**config.mk**
```make
export PLATFORM = sky130hd
export DESIGN_NAME = pipeline_hazard_ctrl
export DESIGN_NICKNAME = d
export VERILOG_FILES = /design/src/rtl/pipeline_hazard_ctrl_pkg.sv /design/src/rtl/pipeline_hazard_ctrl_hazard_detect.sv /design/src/rtl/pipeline_hazard_ctrl.sv
export SDC_FILE = /design/constraint.sdc
export NUM_CORES = 1
export LEC_CHECK = 0
export BUFFER_PORTS_ARGS = -buffer_cell sky130_fd_sc_hd__buf_2
export CORE_MARGIN = 2
export CORE_UTILIZATION = 35
export DETAILED_ROUTE_END_ITERATION = 16
export PLACE_DENSITY = 0.95
export SLEW_MARGIN = 0
export SYNTH_ARGS = -nofsm -noshare
export SYNTH_HDL_FRONTEND = slang
export SYNTH_HIERARCHICAL = 1
export SYNTH_SLANG_ARGS = --single-unit
export TNS_END_PERCENT = 50
```
**constraint.sdc**
```tcl
create_clock -name clk -period 3.82 [get_ports clk]
set_clock_uncertainty 0.1 [all_clocks]
set_input_delay 0.382 -clock clk [delete_from_list [all_inputs] [get_ports clk]]
set_output_delay 0.382 -clock clk [all_outputs]
set_load 0.02 [all_outputs]
```
**src/rtl/pipeline_hazard_ctrl_pkg.sv**
```systemverilog
// pipeline_hazard_ctrl_pkg: opcode values, instruction field positions and
// controller state codes shared by the hazard controller and its detector.
package pipeline_hazard_ctrl_pkg;

    localparam int OPC_W  = 6;
    localparam int REG_W  = 5;
    localparam int RS_MSB = 25;
    localparam int RT_MSB = 20;

    localparam logic [OPC_W-1:0] OP_NOP  = 6'h00;
    localparam logic [OPC_W-1:0] OP_LW   = 6'h23;
    localparam logic [OPC_W-1:0] OP_MUL  = 6'h1c;
    localparam logic [OPC_W-1:0] OP_HALT = 6'h3f;

    localparam logic [1:0] ST_RUN      = 2'd0;
    localparam logic [1:0] ST_X_BUSY   = 2'd1;
    localparam logic [1:0] ST_MEM_WAIT = 2'd2;
    localparam logic [1:0] ST_HALT     = 2'd3;

    // A destination register conflicts with a source only when it is not r0.
    function automatic logic regHazard(input logic [REG_W-1:0] dst,
                                       input logic [REG_W-1:0] src);
        return (dst != '0) && (dst == src);
    endfunction

endpackage

```
**src/rtl/pipeline_hazard_ctrl_hazard_detect.sv**
```systemverilog
// hazard_detect: combinational load-use check between the load sitting in X
// (ir2) and the instruction being read in R (ir1).
module hazard_detect
    import pipeline_hazard_ctrl_pkg::*;
#(
    parameter int IR_W   = 32,
    parameter int OP_MSB = 31
)
(
    input  logic [IR_W-1:0] i_ir1,
    input  logic [IR_W-1:0] i_ir2,
    output logic            o_loadUse
);

    logic [OPC_W-1:0] w_opX;
    logic [REG_W-1:0] w_rtX;
    logic [REG_W-1:0] w_rsR;
    logic [REG_W-1:0] w_rtR;
    logic             w_unused;

    assign w_opX = i_ir2[OP_MSB -: OPC_W];
    assign w_rtX = i_ir2[RT_MSB -: REG_W];
    assign w_rsR = i_ir1[RS_MSB -: REG_W];
    assign w_rtR = i_ir1[RT_MSB -: REG_W];

    // Only the register and opcode fields matter; the rest is sunk here.
    assign w_unused = ^{i_ir1, i_ir2};

    assign o_loadUse = (w_opX == OP_LW) &&
                       (regHazard(w_rtX, w_rsR) || regHazard(w_rtX, w_rtR));

endmodule

```
**src/rtl/pipeline_hazard_ctrl.sv**
```systemverilog
// pipeline_hazard_ctrl: stage-enable and bubble/flush controller for the
// F/R/X/M/W pipeline (load-use, branch flush, multi-cycle MUL, memory wait
// with timeout, halt). Optional performance counters: PIPE_HAZARD_PERF_EN.
module pipeline_hazard_ctrl
    import pipeline_hazard_ctrl_pkg::*;
#(
    parameter int IR_W        = 32,
    parameter int OP_MSB      = 31,
    parameter int MUL_LAT     = 4,
    parameter int MEM_TIMEOUT = 255,
    parameter int CNT_W       = 16
)
(
    input  logic             clk,
    input  logic             rst,
    input  logic [IR_W-1:0]  ir1,
    input  logic [IR_W-1:0]  ir2,
    input  logic [IR_W-1:0]  ir3,
    input  logic [IR_W-1:0]  ir4,
    input  logic             br_taken,
    input  logic             mem_req,
    input  logic             mem_ready,
    input  logic             halt_req,
    output logic             e_f,
    output logic             e_r,
    output logic             e_x,
    output logic             e_m,
    output logic             e_w,
    output logic             flush_fr,
    output logic             bubble_x,
    output logic             bubble_m,
    output logic             halted,
    output logic             mem_err
`ifdef PIPE_HAZARD_PERF_EN
    ,
    output logic [CNT_W-1:0] stall_cnt,
    output logic [CNT_W-1:0] flush_cnt,
    output logic [CNT_W-1:0] memwait_cnt
`endif
);

    localparam int MUL_W  = $clog2(MUL_LAT + 1);
    localparam int WAIT_W = $clog2(MEM_TIMEOUT + 1);
    localparam bit                MUL_HOLD  = (MUL_LAT > 1);
    localparam logic [MUL_W-1:0]  MUL_LOAD  = MUL_W'(MUL_LAT - 1);
    localparam logic [MUL_W-1:0]  MUL_ONE   = MUL_W'(1);
    localparam logic [WAIT_W-1:0] WAIT_LAST = WAIT_W'(MEM_TIMEOUT - 1);

    logic [1:0]        r_state;
    logic [1:0]        r_retState;
    logic [MUL_W-1:0]  r_mulCnt;
    logic [WAIT_W-1:0] r_waitCnt;
    logic              r_memErr;
    logic              r_mulDone;

    logic [1:0]        w_nextState;
    logic [1:0]        w_nextRet;
    logic [MUL_W-1:0]  w_nextMul;
    logic [WAIT_W-1:0] w_nextWait;
    logic              w_nextErr;
    logic              w_nextMulDone;
    logic [1:0]        w_evalState;
    logic              w_loadUse;
    logic              w_memStall;
    logic              w_haltReq;
    logic              w_unused;

    hazard_detect #(
        .IR_W   (IR_W),
        .OP_MSB (OP_MSB)
    ) u_hazardDetect (
        .i_ir1     (ir1),
        .i_ir2     (ir2),
        .o_loadUse (w_loadUse)
    );

    assign w_memStall = mem_req && !mem_ready;
    assign w_haltReq  = halt_req || (ir4[OP_MSB -: OPC_W] == OP_HALT);
    // ir3 plays no part in any hazard resolved here.
    assign w_unused   = ^{ir3, ir4};
    // When memory releases, the cycle behaves as the suspended state.
    assign w_evalState = (r_state == ST_MEM_WAIT) ? r_retState : r_state;

    // Next-state and stage-control decode; HALT entry only redirects the
    // next state so the retiring instruction still gets its W enable.
    always_comb begin
        w_nextState   = r_state;
        w_nextRet     = r_retState;
        w_nextMul     = r_mulCnt;
        w_nextWait    = r_waitCnt;
        w_nextErr     = r_memErr;
        w_nextMulDone = r_mulDone;
        e_f = 1'b0; e_r = 1'b0; e_x = 1'b0; e_m = 1'b0; e_w = 1'b0;
        flush_fr = 1'b0; bubble_x = 1'b0; bubble_m = 1'b0;

        if (r_state == ST_HALT) begin
            w_nextState = ST_HALT;
        end else if (w_memStall) begin
            if (r_state == ST_MEM_WAIT) begin
                if (r_waitCnt == WAIT_LAST) begin
                    w_nextErr   = 1'b1;
                    w_nextState = ST_HALT;
                    w_nextWait  = '0;
                end else begin
                    w_nextWait = r_waitCnt + 1'b1;
                end
            end else begin
                w_nextState = ST_MEM_WAIT;
                w_nextRet   = r_state;
                w_nextWait  = '0;
            end
        end else begin
            w_nextWait  = '0;
            w_nextState = w_evalState;
            if (w_evalState == ST_X_BUSY) begin
                e_m = 1'b1; e_w = 1'b1; bubble_m = 1'b1;
                if (r_mulCnt == MUL_ONE) begin
                    w_nextState   = ST_RUN;
                    w_nextMul     = '0;
                    w_nextMulDone = 1'b1;
                end else begin
                    w_nextMul = r_mulCnt - 1'b1;
                end
            end else begin
                e_f = 1'b1; e_r = 1'b1; e_x = 1'b1; e_m = 1'b1; e_w = 1'b1;
                w_nextMulDone = 1'b0;
                if (br_taken) begin
                    flush_fr = 1'b1;
                end else if (w_loadUse) begin
                    e_f = 1'b0; e_r = 1'b0; bubble_x = 1'b1;
                end else if (MUL_HOLD && !r_mulDone &&
                             (ir2[OP_MSB -: OPC_W] == OP_MUL)) begin
                    w_nextState = ST_X_BUSY;
                    w_nextMul   = MUL_LOAD;
                end
            end
        end

        if ((r_state != ST_HALT) && w_haltReq) begin
            w_nextState = ST_HALT;
        end

        if (rst) begin
            e_f = 1'b0; e_r = 1'b0; e_x = 1'b0; e_m = 1'b0; e_w = 1'b0;
            flush_fr = 1'b0; bubble_x = 1'b0; bubble_m = 1'b0;
        end
    end

    assign halted  = (r_state == ST_HALT);
    assign mem_err = r_memErr;

    // Controller state registers, cleared asynchronously by rst.
    always_ff @(posedge clk or posedge rst) begin
        if (rst) begin
            r_state    <= ST_RUN;
            r_retState <= ST_RUN;
            r_mulCnt   <= '0;
            r_waitCnt  <= '0;
            r_memErr   <= 1'b0;
            r_mulDone  <= 1'b0;
        end else begin
            r_state    <= w_nextState;
            r_retState <= w_nextRet;
            r_mulCnt   <= w_nextMul;
            r_waitCnt  <= w_nextWait;
            r_memErr   <= w_nextErr;
            r_mulDone  <= w_nextMulDone;
        end
    end

`ifdef PIPE_HAZARD_PERF_EN
    // Saturating event counters for stalls, flushes and frozen memory waits.
    always_ff @(posedge clk or posedge rst) begin
        if (rst) begin
            stall_cnt   <= '0;
            flush_cnt   <= '0;
            memwait_cnt <= '0;
        end else begin
            if ((bubble_x || bubble_m) && (stall_cnt != '1))
                stall_cnt <= stall_cnt + 1'b1;
            if (flush_fr && (flush_cnt != '1))
                flush_cnt <= flush_cnt + 1'b1;
            if ((r_state == ST_MEM_WAIT) && w_memStall && (memwait_cnt != '1))
                memwait_cnt <= memwait_cnt + 1'b1;
        end
    end
`endif

endmodule

```
==> flow_summary_export.csv, run 1 <==
group,metric,value,unit
clock_tree,clk_pin_slew_worst_paths,0.10,ns
sta,rsz0062_at_grt,"false",
clock_tree,postCtsResizedCells,0,
sta,min_period,2.28,ns
yosys,yosys_warnings,6,
cells_and_area,fin_area,1440,um^2
placement,numPortBuffers,42,
critical_path,end_kind,"primary output",
yosys,ys_types,45,
critical_path,criticalPathCategory,"register to primary output",
clock_tree,cts_hold_buf,0,
pwr,seq_power_share,0.480,
clock_tree,root_buffer,"clkbuf_4",
drt,drc,0,
run,drv_cap,0,
pwr,p_int,301,uW
yosys,synth-seq-area-share,0.362,
sta,hold_viol,0,
cells_and_area,syn2layout_area_growth,22.3,%
clock_tree,cts_buffers,3,
yosys,netlist.area_leader.share,0.362,
floorplan,io_pins,144,
placement,place_congestion,0.875,
placement,dpl.cell_count,211,
yosys,synth_area_per_cell,9.25,um^2
yosys,syn_inst,127,
yosys,syn-num-nets,265,
sta,finalMaxSlewViolations,0,
cells_and_area,instances_no_fill,215,
floorplan,start_util,0.358,
yosys,yosys-top-cells-area,"dfrtp_1 (36%), xor2_1 (6.7%), xnor2_1 (4.5%)",
clock_tree,htree_levels,1,
critical_path,crit_required,3.34,ns
drt,drt_iter0_markers,23,
run_status,status,"finished clean",
yosys,synth_edf_count,0,
cells_and_area,n_antenna_cell,0,
floorplan,core,3280,um^2
yosys,ys.flop_type,"dfrtp_1",
clock_tree,insertion_delay,0.30,ns
cells_and_area,fin_nets,308,
clock_tree,clockBufferDepth,2,
sta,maxSlewHeadroom,0.593,
placement,pre_cts_slack,1.44,ns
global_route,grt_usage,0.156,
floorplan,die-area,3840,um^2
drt,final_antenna_net_count,0,
yosys,async_flop_share,1.00,
global_route,grt-ovfl-total,0,
sta,worstMarginPinSlew,0.610,ns
min_path,hp-class,"input port to asynchronous set/reset pin",
drt,wl,2.71,mm
drt,drtPass1Iterations,6,
clock_tree,tritoncts,"yes",
cells_and_area,drive_gt1_frac,0.325,
placement,place_hpwl,2.27,mm
drt,wire_per_inst,12.6,um
floorplan,num_rows,21,
yosys,yosysTopAreaCell,"dfrtp_1",
pwr,power.density,319,nW/um^2
sta,period_share,0.596,
sta,finalSetupTns,0,ns
critical_path,cp.arrival,1.80,ns
pwr,p_switching,157,uW
pwr,peakVddDrop,0.000111,V
global_route,antenna_found_initial,0,
sta,holdWs,0.0906,ns
clock_tree,clkSinkCount,17,
floorplan,die_h,61.9,um
floorplan,dieWidth,61.9,um
yosys,synthTopCellsByCount,"dfrtp_1 (17), nor2_1 (11), xor2_1 (9)",
pwr,power.clock.fraction,0.214,
drt,via_per_inst,5.07,
pwr,p_leak,0.000669,uW
drt,num_vias,1091,
sta,max_freq,0.439,GHz
sta,fin_ws,1.54,ns
pwr,combinationalPowerShare,0.306,
global_route,grt_pass1_wl,4.42,mm
global_route,grt_max_degree,18,
pwr,switching_share,0.342,
critical_path,r2r.worst_path.cells,4,
yosys,synth-seq-cells,17,
clock_tree,post_cts_buffers,0,
placement,dpl-instance-area,1410,um^2
sta,setup_viol,0,
global_route,grt_pass1_vias,1030,
critical_path,critPathMaxFanout,11,
critical_path,critPathLaunchType,"register",
yosys,synth_area,1170,um^2
yosys,synth_most_common_cell,"dfrtp_1",
path summary, 6_finish.rpt:
check | start | endpoint | slack [ns]
setup / recovery | r_state[0]$_DFFE_PP0P_ | e_r | 1.54
hold / removal | rst | r_waitCnt[0]$_DFFE_PP0N_ | 0.09
setup reg to reg | r_state[1]$_DFFE_PP0P_ | r_mulCnt[2]$_DFFE_PP0P_ | 2.26
hold reg to reg | mem_err$_DFFE_PP0P_ | mem_err$_DFFE_PP0P_ | 0.36
max in group asynchronous | rst | r_waitCnt[6]$_DFFE_PP0N_ | 3.13
min in group clk | halt_req | r_state[0]$_DFFE_PP0P_ | 0.31
through the flow:
stage / power (uW) / utilization
final: 458 / 0.437
after global routing: 488 / 0.437
after CTS: 461 / 0.437
after detailed placement: 364 / 0.429
after global placement: 355 / 0.429
after floorplan: 321 / -
flip-flops by register name (all words and copies together), names as in the netlist:
signal	flops
r_mulCnt	3
r_state	2
r_mulDone	1
r_waitCnt	8
r_retState	2
mem_err	1
cell type report:
class,instances,area (um^2)
Fill cell,307,1850
Inverter,6,22.5
Tap cell,46,57.6
Multi-Input combinational cell,100,693
Timing Repair Buffer,42,210
Sequential cell,17,425
Clock inverter,1,5.00
Clock buffer,3,22.5
power groups by stage:
stage               Clock, uW  Combinational [uW]  Sequential [uW]
finish                   98.2                 140              220
global route              109                 158              222
CTS                       101                 141              220
detailed placement          0                 141              223
global placement            0                 133              222
floorplan                   0                 105              215
placed cells by master (no fill, tap or decap), types with 2 or more instances in the layout:
master / count
ha_1: 4
o211ai_1: 2
nand4_1: 5
a21o_1: 2
o21ai_0: 3
inv_1: 5
nand2_2: 2
and3_1: 2
dfrtp_1: 17
a21oi_1: 4
nand3_1: 5
xor2_1: 9
nand2_1: 6
o21ai_1: 3
clkbuf_4: 3
nor3_1: 7
nor2_1: 11
xnor2_1: 6
buf_2: 42
nor2b_1: 4
a31oi_1: 2
per-layer routing:
| metal | vias to the layer above | global-route usage | wire length [um] |
|---|---|---|---|
| met1 | 520 | 0.181 | 1090 |
| met2 | 22 | 0.284 | 1490 |
| met5 | - | 0 | 0 |
| met3 | 6 | 0.0393 | 84 |
| met4 | 0 | 0.0456 | 46 |
| li1 | 543 | - | - |
cell families after synthesis:
| family | synth area share |
|---|---|
| DFF | 0.362 |
| buffers and inverters | 0.0479 |
| xor gates and xnor gates | 0.112 |
| muxes | 0.00958 |
| adders and majority gates | 0.0426 |
| and+or+nand+nor | 0.245 |
| AOI/OAI and AO/OA | 0.181 |
worst max-delay path, cell delays in order, from the launching register on:
cell	delay (ns)
dfrtp_1	0.54
nand2_2	0.19
nand2_1	0.17
nor3_2	0.19
a21boi_1	0.21
buf_2	0.19
Power figures use the tool's default switching activity.
==> run 2: changes to the inputs <==
--- a/config.mk
+++ b/config.mk
@@ -7,9 +7,9 @@
 export LEC_CHECK = 0
 export BUFFER_PORTS_ARGS = -buffer_cell sky130_fd_sc_hd__buf_2
 export CORE_MARGIN = 2
-export CORE_UTILIZATION = 35
+export CORE_UTILIZATION = 33
 export DETAILED_ROUTE_END_ITERATION = 16
-export PLACE_DENSITY = 0.95
+export PLACE_DENSITY = 0.9
 export SLEW_MARGIN = 0
 export SYNTH_ARGS = -nofsm -noshare
 export SYNTH_HDL_FRONTEND = slang
==> constraint.sdc (replaced) <==
create_clock -name clk -period 2.3 [get_ports clk]
set_clock_uncertainty 0.1 [all_clocks]
set_input_delay 0.23 -clock clk [delete_from_list [all_inputs] [get_ports clk]]
set_output_delay 0.23 -clock clk [all_outputs]
set_load 0.02 [all_outputs]
==> flow_summary_export.csv, run 2 (synthesis gave the netlist of run 1 again) <==
group,metric,value,unit
run_status,status,"finished clean",
critical_path,critPathMaxFanout,11,
min_path,hp-class,"input port to register",
sta,finalSetupTns,0,ns
floorplan,core,3390,um^2
cells_and_area,n_antenna_cell,0,
pwr,p_leak,0.000674,uW
cells_and_area,layout_common_cells,"buf_2 (42), dfrtp_1 (17), nor2_1 (11), xor2_1 (9), nor3_1 (7)",
cells_and_area,n_fill_cell,336,
placement,place_congestion,0.781,
drt,via_per_inst,5.00,
floorplan,die-area,4050,um^2
floorplan,die_h,63.7,um
cells_and_area,layout_commonest_cell,"buf_2",
cells_and_area,multi_input_area,693,um^2
cells_and_area,instances_no_fill,216,
cells_and_area,largest_reg_flops,8,
critical_path,criticalPathCategory,"register to primary output",
sta,min_period,2.15,ns
floorplan,io_pins,144,
clock_tree,cts_buffers,3,
cells_and_area,fin_nets,309,
critical_path,cp.arrival,1.82,ns
sta,finalMaxSlewViolations,0,
sta,rsz0062_at_grt,"false",
drt,drc,0,
floorplan,start_util,0.347,
critical_path,end_kind,"primary output",
clock_tree,post_cts_buffers,0,
global_route,antenna_found_initial,0,
pwr,finalPower,766,uW
sta,hold_viol,0,
global_route,grt-ovfl-total,0,
sta,maxSlewHeadroom,0.571,
min_path,worstHoldStart,"halt_req",
global_route,grt_usage,0.147,
sta,max_freq,0.466,GHz
clock_tree,clk_pin_slew_worst_paths,0.11,ns
clock_tree,clkSinkCount,17,
drt,wl,2.77,mm
floorplan,dieWidth,63.7,um
pwr,power.clock.fraction,0.217,
drt,drt_iter0_markers,36,
pwr,power.density,529,nW/um^2
run,drv_cap,0,
drt,drtPass1Iterations,4,
cells_and_area,max_flop_register,"r_waitCnt",
cells_and_area,seq_area,425,um^2
sta,worstMarginPinSlew,0.643,ns
clock_tree,htree_levels,1,
pwr,p_int,501,uW
sta,setup_viol,0,
global_route,grt_pass1_vias,1087,
pwr,peakVddDrop,0.000233,V
drt,wire_per_inst,12.8,um
global_route,grt_pass1_wl,4.78,mm
clock_tree,insertion_delay,0.29,ns
floorplan,num_rows,21,
placement,place_hpwl,2.23,mm
pwr,combinationalPowerShare,0.305,
clock_tree,root_buffer,"clkbuf_4",
placement,dpl.cell_count,211,
critical_path,r2r_start,"r_state[1]$_DFFE_PP0P_",
critical_path,cp-startpoint,"r_state[0]$_DFFE_PP0P_",
placement,numPortBuffers,42,
clock_tree,tritoncts,"yes",
cells_and_area,syn2layout_area_growth,23.1,%
global_route,grt_max_degree,18,
pwr,seq_power_share,0.477,
cells_and_area,drive_gt1_frac,0.324,
drt,final_antenna_net_count,0,
pwr,p_switching,265,uW
sta,period_share,0.934,
pwr,switching_share,0.346,
drt,num_vias,1079,
critical_path,critPathLaunchType,"register",
cells_and_area,reg_top3,"r_waitCnt (8), r_mulCnt (3)",
clock_tree,clockBufferDepth,2,
critical_path,crit_required,1.97,ns
## run 2: changes by cell type in the layout (fill, tap and decap cells not counted)
cell           change
dlygate4sd3_1      +1
## run 2: routing by layer
layer	GRT usage	share of wire	routed length (um)
met3	0.0268	0.030	82
met4	0.0489	0.010	29
met1	0.182	0.44	1210
met2	0.257	0.52	1440
met5	0	0	0
## run 2: stage by stage
stage	area, um^2	hold WS [ns]	setup WS (ns)	util
floorplan	1170	0.0561	0.166	-
detailed placement	1410	0.297	0.0994	0.416
CTS	1450	0.233	0.166	0.427
global placement	1410	0.298	0.123	0.416
global route	1450	0.239	0.00735	0.427
finish	1450	0.225	0.153	0.427
## run 2: timing repair
action	in CTS	in global routing
gates resized for setup	0	0
hold buffers	1	0
hold endpoints to repair	17	0
## run 2: final timing paths
kind                                            end  slack, ns  cells past startpoint
setup reg to reg            r_mulCnt[2]$_DFFE_PP0P_       0.72                      4
setup / recovery                                e_f       0.15                      5
hold reg to reg                 mem_err$_DFFE_PP0P_       0.36                      1
hold / removal               r_state[0]$_DFFE_PP0P_       0.23                      3
min in group asynchronous     r_mulDone$_DFFE_PP0P_       0.50                      3
max in group asynchronous  r_waitCnt[2]$_DFFE_PP0N_       1.19                      3
## run 2: final cells by class
cell class / instances / area share
clock buffers: 3 / 0.0156
clock inverters: 1 / 0.00346
inverters: 6 / 0.0156
multi-input cells: 100 / 0.479
flip-flops and latches: 17 / 0.294
well taps: 46 / 0.0398
repair buffers: 43 / 0.152
## run 2: worst max-delay path: stages, from the launching register on
cell and delay (ns):
dfrtp_1 0.55, nand2_2 0.20, nand2_1 0.17, nor3_2 0.19, a21boi_1 0.22, buf_2 0.19
## run 2: power by group through the flow
stage | registers, uW | logic, uW | clock network, uW
4_1_cts | 364 | 234 | 163
2_1_floorplan | 358 | 175 | 0
3_3_place_gp | 369 | 222 | 0
3_5_place_dp | 370 | 231 | 0
6_report | 365 | 234 | 167
5_1_grt | 372 | 261 | 184
==> run 3: changes to the inputs <==
--- a/config.mk
+++ b/config.mk
@@ -5,11 +5,12 @@
 export SDC_FILE = /design/constraint.sdc
 export NUM_CORES = 1
 export LEC_CHECK = 0
+export ABC_AREA = 1
 export BUFFER_PORTS_ARGS = -buffer_cell sky130_fd_sc_hd__buf_2
 export CORE_MARGIN = 2
-export CORE_UTILIZATION = 33
+export CORE_UTILIZATION = 34
 export DETAILED_ROUTE_END_ITERATION = 16
-export PLACE_DENSITY = 0.9
+export PLACE_DENSITY = 0.89
 export SLEW_MARGIN = 0
 export SYNTH_ARGS = -nofsm -noshare
 export SYNTH_HDL_FRONTEND = slang
==> flow_summary_export.csv, run 3 <==
group,metric,value,unit
critical_path,critPathTopFamily,"simple AND/OR/NAND/NOR gates",
critical_path,criticalPathCategory,"register to primary output",
drt,drt_iter0_markers,42,
floorplan,num_rows,22,
drt,drc,0,
yosys,synthTopCellsByCount,"nand2_1 (61), inv_1 (34), nor2_1 (23)",
placement,dpl.cell_count,287,
global_route,grt_usage,0.133,
clock_tree,clk_pin_slew_worst_paths,0.07,ns
cells_and_area,layout_commonest_cell,"nand2_1",
yosys,synth-seq-cells,17,
critical_path,cp_cell_sequence,"nand2_2 -> inv_2 -> nor2_4 -> inv_2 -> nor2_4 -> nand2_2 -> a21oi_2 -> buf_2",
placement,dpl-instance-area,1550,um^2
critical_path,crit_buf_inv,3,
global_route,grt_max_degree,18,
yosys,yosys_warnings,6,
pwr,power.density,423,nW/um^2
min_path,hp-class,"input port to asynchronous set/reset pin",
yosys,ys_types,26,
cells_and_area,largest_reg_flops,8,
sta,maxSlewHeadroom,0.578,
sta,min_period,1.98,ns
critical_path,slowest_stage,"dfrtp_1",
run,drv_cap,0,
critical_path,max_stage_delay,0.44,ns
placement,numPortBuffers,42,
drt,drtPass1Iterations,4,
run_status,failed_checks,"negative hold slack",
run_status,status,"finished with violations",
floorplan,core,3660,um^2
cells_and_area,max_flop_register,"r_waitCnt",
sta,fin_ws,0.317,ns
cells_and_area,reg_top3,"r_waitCnt (8), r_mulCnt (3)",
global_route,grt-ovfl-total,0,
clock_tree,postCtsResizedCells,0,
cells_and_area,fin_area,1600,um^2
drt,final_antenna_net_count,0,
critical_path,critPathMaxFanout,7,
yosys,synth_edf_count,0,
pwr,peakVddDrop,0.000205,V
floorplan,dieWidth,65.7,um
yosys,synth-seq-area-share,0.329,
clock_tree,clockBufferDepth,2,
sta,finalMaxSlewViolations,0,
sta,rsz0062_at_grt,"false",
yosys,syn-num-nets,337,
clock_tree,cts_hold_buf,0,
floorplan,die-area,4320,um^2
global_route,antenna_found_initial,0,
floorplan,start_util,0.354,
placement,place_congestion,0.805,
drt,wire_per_inst,8.65,um
yosys,yosysTopAreaCell,"dfrtp_1",
sta,period_share,0.862,
cells_and_area,drive_gt1_frac,0.280,
clock_tree,htree_levels,1,
cells_and_area,layout_common_cells,"nand2_1 (61), buf_2 (42), inv_1 (34), nor2_1 (23), dfrtp_1 (17)",
drt,via_per_inst,4.37,
yosys,async_flop_share,1.00,
sta,holdWs,-0.0142,ns
clock_tree,root_buffer,"clkbuf_8",
yosys,syn_inst,199,
cells_and_area,fin_nets,382,
sta,max_freq,0.504,GHz
floorplan,io_pins,144,
drt,wl,2.52,mm
yosys,yosys-top-cells-area,"dfrtp_1 (33%), nand2_1 (18%), inv_1 (9.9%)",
yosys,synth_area_per_cell,6.51,um^2
clock_tree,cts_buffers,3,
critical_path,end_kind,"primary output",
yosys,synth_area,1290,um^2
cells_and_area,n_antenna_cell,0,
cells_and_area,n_fill_cell,380,
global_route,grt_pass1_wl,4.46,mm
sta,setup_viol,0,
sta,finalSetupTns,0,ns
clock_tree,post_cts_buffers,0,
clock_tree,clkSinkCount,17,
placement,place_hpwl,2.11,mm
yosys,ys.flop_type,"dfrtp_1",
floorplan,die_h,65.7,um
drt,num_vias,1271,
sta,hold_viol,17,
clock_tree,insertion_delay,0.26,ns
critical_path,crit_required,1.97,ns
cells_and_area,fin_util,0.436,
yosys,synth_most_common_cell,"nand2_1",
global_route,grt_pass1_vias,1133,
critical_path,critPathLaunchType,"register",
cells_and_area,syn2layout_area_growth,23.3,%
clock_tree,tritoncts,"yes",
critical_path,cp.arrival,1.65,ns
sta,worstMarginPinSlew,0.632,ns
placement,pre_cts_slack,0.539,ns
pwr,p_leak,0.000931,uW
yosys,netlist.area_leader.share,0.329,
cells_and_area,instances_no_fill,291,
-- run 3: per-layer routing --
metal  up-vias  wire (um)  share of wire  global-route usage
met3         3        137          0.054              0.0308
met5         -          0              0                   0
li1        693          -              -                   -
met1       545       1130           0.45               0.151
met2        30       1220           0.48               0.240
met4         0         30          0.012              0.0469
-- run 3: cell type report --
class / instances / area, um^2 / share of cell area
clock buffers: 3 / 41.3 / 0.0259
clock inverters: 1 / 5.00 / 0.00313
inverters: 40 / 150 / 0.0940
multi-input cells: 140 / 704 / 0.441
flip-flops and latches: 17 / 425 / 0.266
well taps: 48 / 60.1 / 0.0376
repair buffers: 42 / 210 / 0.132
-- run 3: cell families after synthesis --
family | Yosys count | synth area share
AOI/OAI and AO/OA | 18 | 0.0802
xor gates and xnor gates | 5 | 0.0338
adders and majority gates | 4 | 0.0386
buffers and inverters | 42 | 0.128
DFF | 17 | 0.329
and+or+nand+nor | 113 | 0.391
-- run 3: metrics by stage --
step	power [uW]	hold WS [ns]
floorplan	408	0.0561
global placement	453	0.289
detailed placement	459	0.293
CTS	686	0.00705
global route	723	0.0532
finish	676	-0.0142
-- run 3: report_power, final --
part	leakage (uW)	switching [uW]	internal (uW)	total, uW
registers	0.000199	15.6	317	333
logic	0.000707	65.6	53.5	119
clock network	0.0000255	103	120	224
total	0.000931	184	491	676
-- run 3: path summary, 6_finish.rpt --
kind	start	to	slack (ns)	cells after the start
max	r_state[1]$_DFFE_PP0P_	e_r	0.32	8
min in group clk	halt_req	r_state[1]$_DFFE_PP0P_	0.23	4
min	rst	r_mulCnt[0]$_DFFE_PP0P_	-0.01	2
min reg2reg	mem_err$_DFFE_PP0P_	mem_err$_DFFE_PP0P_	0.38	1
max in group asynchronous	rst	mem_err$_DFFE_PP0P_	1.70	2
max reg2reg	r_waitCnt[0]$_DFFE_PP0N_	r_waitCnt[6]$_DFFE_PP0N_	0.76	9
